## config.mk

```make
export PLATFORM = sky130hd
export DESIGN_NAME = cpu_plic_claim
export DESIGN_NICKNAME = d
export VERILOG_FILES = /design/src/rtl/cpu_plic_claim.sv
export SDC_FILE = /design/constraint.sdc
export NUM_CORES = 1
export LEC_CHECK = 0
export ABC_AREA = 1
export CAP_MARGIN = 20
export CORE_UTILIZATION = 31
export CTS_CLUSTER_DIAMETER = 200
export CTS_CLUSTER_SIZE = 25
export DETAILED_ROUTE_END_ITERATION = 8
export HOLD_SLACK_MARGIN = 0.15
export PLACE_DENSITY = 0.8
export SLEW_MARGIN = 20
export SYNTH_ARGS = -nofsm -noshare
export SYNTH_HDL_FRONTEND = slang
export SYNTH_SLANG_ARGS = --single-unit
```

## constraint.sdc

```tcl
create_clock -name i_clock -period 1.3 [get_ports i_clock]
set_input_delay 0.13 -clock i_clock [delete_from_list [all_inputs] [get_ports i_clock]]
set_output_delay 0.13 -clock i_clock [all_outputs]
set_load 0.03 [all_outputs]
```

## src/rtl/cpu_plic_claim.sv

```systemverilog
// CPU-side claim/complete initiator for the platform interrupt controller.
// Optional bus-ready timeout: define CPU_PLIC_CLAIM_TIMEOUT_EN.
module cpu_plic_claim #(
    parameter logic [23:0] ENABLE_ADDRESS   = 24'h002000,
    parameter logic [23:0] CLAIM_ADDRESS    = 24'h200004,
    parameter logic [23:0] COMPLETE_ADDRESS = 24'h200004,
    parameter logic [3:0]  ENABLE_MASK      = 4'b1111,
    parameter int unsigned ID_WIDTH         = 3,
    parameter int unsigned TIMEOUT          = 16
) (
    input  logic                i_clock,
    input  logic                i_reset,
    input  logic                i_interrupt,
    output logic                o_bus_request,
    output logic                o_bus_rw,
    output logic [23:0]         o_bus_address,
    output logic [31:0]         o_bus_wdata,
    input  logic [31:0]         i_bus_rdata,
    input  logic                i_bus_ready,
    output logic                o_irq,
    output logic [ID_WIDTH-1:0] o_irq_id,
    input  logic                i_irq_ack,
    input  logic                i_irq_complete,
    output logic                o_busy,
    output logic                o_error
);

    typedef enum logic [2:0] {
        S_INIT,
        S_INIT_WAIT,
        S_IDLE,
        S_CLAIM_WAIT,
        S_DELIVER,
        S_SERVICE,
        S_COMPLETE,
        S_COMPLETE_WAIT
    } state_t;

    state_t              state, state_next;
    logic                pending, pending_next;
    logic                request_next, rw_next, irq_next, busy_next;
    logic [23:0]         address_next;
    logic [31:0]         wdata_next;
    logic [ID_WIDTH-1:0] id_next;
    logic [ID_WIDTH-1:0] claimed_id;
    logic                waiting;
    logic                unused_rdata_hi;

    assign claimed_id      = i_bus_rdata[ID_WIDTH-1:0];
    assign unused_rdata_hi = ^i_bus_rdata[31:ID_WIDTH];
    assign waiting         = (state == S_INIT_WAIT) || (state == S_CLAIM_WAIT) ||
                             (state == S_COMPLETE_WAIT);

`ifdef CPU_PLIC_CLAIM_TIMEOUT_EN
    localparam int unsigned CW = (TIMEOUT > 1) ? $clog2(TIMEOUT) : 1;
    logic [CW-1:0] wait_count, wait_count_next;
    logic          error_next;
`else
    logic          unused_timeout;
    assign unused_timeout = (TIMEOUT != 0);
    assign o_error        = 1'b0;
`endif

    always_comb begin
        state_next   = state;
        pending_next = pending | (i_interrupt && (state != S_IDLE));
        request_next = 1'b0;
        rw_next      = o_bus_rw;
        address_next = o_bus_address;
        wdata_next   = o_bus_wdata;
        irq_next     = o_irq;
        id_next      = o_irq_id;

        case (state)
            S_INIT: begin
                request_next = 1'b1;
                rw_next      = 1'b1;
                address_next = ENABLE_ADDRESS;
                wdata_next   = {27'b0, ENABLE_MASK, 1'b0};
                state_next   = S_INIT_WAIT;
            end
            S_INIT_WAIT: begin
                if (i_bus_ready) state_next = S_IDLE;
            end
            S_IDLE: begin
                if (i_interrupt || pending) begin
                    pending_next = 1'b0;
                    request_next = 1'b1;
                    rw_next      = 1'b0;
                    address_next = CLAIM_ADDRESS;
                    state_next   = S_CLAIM_WAIT;
                end
            end
            S_CLAIM_WAIT: begin
                if (i_bus_ready) begin
                    if (claimed_id != '0) begin
                        irq_next   = 1'b1;
                        id_next    = claimed_id;
                        state_next = S_DELIVER;
                    end else begin
                        state_next = S_COMPLETE;
                    end
                end
            end
            S_DELIVER: begin
                // complete wins over ack so a handler that never acks still releases the source
                if (i_irq_complete) begin
                    irq_next   = 1'b0;
                    state_next = S_COMPLETE;
                end else if (i_irq_ack) begin
                    irq_next   = 1'b0;
                    state_next = S_SERVICE;
                end
            end
            S_SERVICE: begin
                if (i_irq_complete) state_next = S_COMPLETE;
            end
            S_COMPLETE: begin
                request_next = 1'b1;
                rw_next      = 1'b1;
                address_next = COMPLETE_ADDRESS;
                wdata_next   = 32'(o_irq_id);
                state_next   = S_COMPLETE_WAIT;
            end
            S_COMPLETE_WAIT: begin
                if (i_bus_ready) begin
                    id_next    = '0;
                    state_next = S_IDLE;
                end
            end
            default: state_next = S_INIT;
        endcase

`ifdef CPU_PLIC_CLAIM_TIMEOUT_EN
        error_next      = o_error;
        wait_count_next = wait_count;
        if (waiting && !i_bus_ready) begin
            if (wait_count == CW'(TIMEOUT - 1)) begin
                error_next = 1'b1;
                state_next = S_IDLE;
                irq_next   = 1'b0;
                id_next    = '0;
            end else begin
                wait_count_next = wait_count + 1'b1;
            end
        end
        if (request_next) wait_count_next = '0;
`endif

        // registered so o_busy reads 0 during reset, yet tracks the state afterwards
        busy_next = (state_next != S_IDLE);
    end

    always_ff @(posedge i_clock) begin
        if (!i_reset) begin
            state         <= S_INIT;
            pending       <= 1'b0;
            o_bus_request <= 1'b0;
            o_bus_rw      <= 1'b0;
            o_bus_address <= '0;
            o_bus_wdata   <= '0;
            o_irq         <= 1'b0;
            o_irq_id      <= '0;
            o_busy        <= 1'b0;
        end else begin
            state         <= state_next;
            pending       <= pending_next;
            o_bus_request <= request_next;
            o_bus_rw      <= rw_next;
            o_bus_address <= address_next;
            o_bus_wdata   <= wdata_next;
            o_irq         <= irq_next;
            o_irq_id      <= id_next;
            o_busy        <= busy_next;
        end
    end

`ifdef CPU_PLIC_CLAIM_TIMEOUT_EN
    always_ff @(posedge i_clock) begin
        if (!i_reset) begin
            wait_count <= '0;
            o_error    <= 1'b0;
        end else begin
            wait_count <= wait_count_next;
            o_error    <= error_next;
        end
    end
`endif

endmodule

```

==> Word level (Yosys, flattened, before mapping) <==
Cells that the tools add are included.
{ "totals": {"ff_bits": 67, "in_bits": 38, "output_inout_bits": 64, "elab_cells": 65} }
{ "classes": {"eq_ne": 14, "muxes": 26, "n_bitwise": 1, "n_reduce_logical": 15} }
{ "ops": {"columns": ["op", "count"], "rows": [
  ["$pmux W24 S3", 1],
  ["$pmux W32 S2", 1],
  ["$mux W3", 9],
  ["$mux W24", 1],
  ["$pmux W3 S7", 1],
  ["$eq A3 B3 Y1 const B", 4],
  ["$mux W1", 8],
  ["$reduce_and A4 Y1", 2],
  ["$reduce_bool A2 Y1", 4],
  ["$eq A3 B2 Y1 const B", 2],
  ["$ne A2 B2 Y1 const B", 3],
  ["$ne A3 B2 Y1 const B", 2],
  ["$pmux W1 S2", 3],
  ["$pmux W3 S2", 1],
  ["$reduce_bool A3 Y1", 2],
  ["$reduce_and A2 Y1", 2],
  ["$reduce_or A2 Y1", 2],
  ["$eq A3 B1 Y1 const B", 1],
  ["$logic_not A3 Y1", 1],
  ["$ne A3 B3 Y1 const B", 1],
  ["$mux W2", 1],
  ["$ne A2 B1 Y1 const B", 1],
  ["$logic_and A1 B1 Y1", 1],
  ["$logic_or A1 B1 Y1", 1],
  ["$or A1 B1 Y1", 1]
]} }

==> Longest topological paths before layout <==
{ "logic_depth": {"ltp_word": 5, "depth_mapped": 10, "depth_no_buf": 9} }

==> Least setup slack after synthesis <==
No wires, ideal clock.
{ "synth_timing": {"path_kind": "reg-to-reg", "start": "register state[1]", "end": "register o_busy", "setup_time_ns": 0.109, "arrival_time_ns": 1.012, "required_time_ns": 1.191, "setup_slack_ns": 0.179, "path_stages_with_launch": 10, "path_buffers": 1, "synth_period_minus_slack_ns": 1.121, "path_cell_list": "dfxtp_1 > buf_4 > nand3_1 > nand2_4 > inv_2 > nand3_2 > nor2_2 > nand3_1 > nand2_1 > inv_1"} }
{ "synth_between": {"elab_chain_len": 4, "word_cells_on_any_way": 17, "cone_classes": "eq/ne: 8; mux: 7; reduce/logical: 2"} }
{ "synth_rtl": {"columns": ["element", "line_no", "text"], "rows": [
  ["start, declared", "39", "state_t state, state_next;"],
  ["start signal, assigned", "166", "state <= state_next;"],
  ["$eq A3 B1 Y1 (tied with other cells)", "74", "case (state)"],
  ["$reduce_or A2 Y1 (no source line) or $mux W3 (tied branches)", null, null],
  ["$pmux W3 S7 *", "74", null],
  ["$ne A3 B2 Y1 *", "151", "busy_next = (state_next != S_IDLE);"],
  ["end signal, assigned", "174", "o_busy <= busy_next;"],
  ["end, declared", "24", "output logic o_busy,"]
]} }
Mark *: on every way between the ends. The rest lies on a longest branch, timed or not.
A chain may end at the register's enable or synchronous reset.

==> Worst setup path after layout <==
{ "layout_timing": {"start": "register state[2]", "end": "register o_irq_id[0]"} }
{ "layout_between": {"elab_chain_len": 3, "word_cells_on_any_way": 8, "cone_classes": "eq/ne: 5; mux: 1; reduce/logical: 2"} }
{ "layout_rtl": {"columns": ["element", "line_no", "text"], "rows": [
  ["$eq A3 B3 Y1 or $eq A3 B2 Y1 (tied branches)", "74", null],
  ["$ne A2 B2 Y1 (no source line) (tied with other cells)", null, null],
  ["$reduce_and A4 Y1 (no source line)", null, null],
  ["end signal, assigned", "173", "o_irq_id <= id_next;"],
  ["end, declared", "21", "output logic [ID_WIDTH-1:0] o_irq_id,"]
]} }
Parallel ways exist; a longest one is shown, timed or not.

==> reports/metrics.yaml <==
outcome:
  status: "finished, final reports clean"
yosys:
  synth_cell_types: 24
  synth_top_area_cell: "buf_4"
  async_reset_ff_frac: 0
  synth_commonest_cells: "52 x buf_4, 19 x nand2_1, 17 x dfxtp_1"
  synth_warnings: 0
  synth_edf_count: 0
  syn_area_um2: 1160
  synth-seq-cells: 17
  avgSynthCellArea_um2: 7.51
  synth_area_leaders: "buf_4 34%, dfxtp_1 29%, nand2_1 6.2%, a21oi_1 4.8%, nand3_1 4.8%"
  yosysMostFrequentCell: "buf_4"
  synth_cells: 154
  synth_top_area_share: 0.338
  yosysSeqAreaShare: 0.294
  synthFlopType: "dfxtp_1"
cells_and_area:
  antenna_cells: 0
  drive_gt1_frac: 0.168
  fillers: 375
  area.growth.synth_to_final_pct: 15.2
  final_nets: 224
detailed_routing:
  drt-pass1-iter-count: 4
  wl_per_cell_um: 8.80
  drtIter0Drc: 17
  met2WireLength_um: 957
  vias: 906
  drt-total-wl_um: 2030
  ant_nets: 0
  drc: 0
  wl_met1_um: 876
  top_layer: "met4"
  viasPerCell: 3.92
  met3WireLength_um: 161
clock_tree:
  clock_sinks: 17
  clk_pin_slew_ns: 0.06
  root_buffer: "clkbuf_8"
  h-tree-depth: 1
  clk_latency_ns: 0.25
  cts_buffers: 3
  clockBufferDepth: 2
  cts_tree: "built"
  hold_buffers: 0
grt:
  overflow: 0
  antenna_found_initial: 0
  grtUsageTotal: 0.109
  grt_pass1_wl_um: 3440
  grt_max_degree: 11
  grt_pass1_vias: 825
power:
  ir_drop_uv: 849
  internal_power_mw: 1.03
  p_clk_frac: 0.218
  pwr-share-comb: 0.419
  p_seq_frac: 0.364
  power_switching_mw: 0.780
  power_leakage_nw: 0.713
  p_per_area_nw_per_um2: 1360
  swShare: 0.430
  fin_total_pwr_mw: 1.81
sta:
  fmax_mhz: 843
  clock-skew-final_ns: 0.00107
  rsz0062_at_grt: "no"
  report.final.hold_viol_count: 0
  layout_min_cycle_time_ns: 1.19
  drv_slew: 0
  setup_viol: 0
  fin_crit_sh: 0.913
  tns_ns: 0
floorplan:
  core_area_um2: 3440
  die_area_um2: 3980
  die-height_um: 63.1
  rows: 21
  initial_utilization: 0.336
  die_width_um: 63.1
  ios: 102
placed_design:
  port_buffers: 23
  gp_congestion: 0.865
  dp_hpwl_um: 1580
setup_path:
  worst_setup_path_end_kind: "flip-flop"
  path_class: "flip-flop to flip-flop"
  critPathRequiredTime_ns: 1.45
  worst_setup_path_start_kind: "flip-flop"
  critPathArrivalTime_ns: 1.34
  worst-path-max-fanout: 7
worst_hold_path:
  min_path_type: "flip-flop to flip-flop"
job:
  cap_viol_max_count: 0
## cells by family (layout without fill, tap and decap cells)
family,Yosys count,count (layout),share of synthesized area
buffers and inverters,69,52,0.400
AND/OR/NAND/NOR,47,47,0.196
AO/OA/AOI/OAI,20,20,0.106
flip-flops,17,17,0.294
other,1,49,0.00324
## worst max-delay path, stage by stage (launching register included)
cell and delay (ns):
dfxtp_2 0.37, inv_4 0.11, nand3_1 0.13, o21ai_2 0.23, inv_1 0.08, o21ai_1 0.12, nor2_1 0.05
## repair_timing
item                       in CTS  in global routing
setup endpoints to repair      15                 11
gates resized for setup        15                  5
buffers inserted                0                  0
## registers in the layout (all words and copies together) (netlist names)
| register | cells |
|---|---|
| o_bus_address | 2 |
| o_bus_request | 1 |
| o_bus_rw | 1 |
| o_bus_wdata | 4 |
| o_busy | 1 |
| o_irq | 1 |
| o_irq_id | 3 |
| pending | 1 |
| state | 3 |
## power groups by stage
stage	combinational [mW]	sequential [mW]	clock (mW)
3_5_place_dp	0.798	0.670	0
5_1_grt	0.821	0.673	0.430
3_3_place_gp	0.793	0.668	0
6_report	0.759	0.659	0.395
4_1_cts	0.754	0.656	0.411
2_1_floorplan	0.612	0.757	0
## per-stage QoR
step | hold slack [ns] | worst slack, ns | instances | util | cell area [um2]
final | 0.456 | 0.114 | 231 | 0.387 | 1330
after global routing | 0.477 | 0.00109 | 231 | 0.387 | 1330
after CTS | 0.461 | 0.0365 | 231 | 0.383 | 1320
after detailed placement | 0.453 | -0.0461 | 227 | 0.376 | 1290
after global placement | 0.451 | -0.0485 | 227 | 0.376 | 1290
after floorplan | 0.284 | 0.179 | 202 | - | 1340
## metal layers
metal  track usage  vias up
met5             0        -
met4        0.0610        0
met3        0.0217        3
met2         0.180       60
met1         0.130      390
li1              -      453
## cells in the final DEF, fill, tap and decap left out, drive strengths merged, types with 2 or more instances in the layout
master         instances
nand3                 12
nor2                  12
conb                  49
clkdlybuf4s50          8
dfxtp                 17
nand2                 21
inv                   14
a21oi                 11
clkbuf                 3
dlygate4sd2           15
o21ai                  3
clkinv                 2
buf                   10
o22ai                  2
o221a                  2
nor3                   2
## area by class of cell
class	count	area, um2	area share
clock buffer	3	41.3	0.0310
clock inverter	1	5.00	0.00376
inverter	15	58.8	0.0442
multi-input combinational	116	538	0.404
sequential	17	344	0.258
tap	46	57.6	0.0432
timing repair buffer	33	287	0.215
## worst paths after layout
path | start | end | slack (ns) | cells after the start
worst max-delay path | state[2] | o_irq_id[0] | 0.11 | 6
worst min-delay path | o_bus_address[13] | o_bus_address[13] | 0.46 | 2
worst max register to register | state[2] | o_irq_id[0] | 0.11 | 6
worst min register to register | o_bus_address[13] | o_bus_address[13] | 0.46 | 2
(Power assumes the default switching activity.)
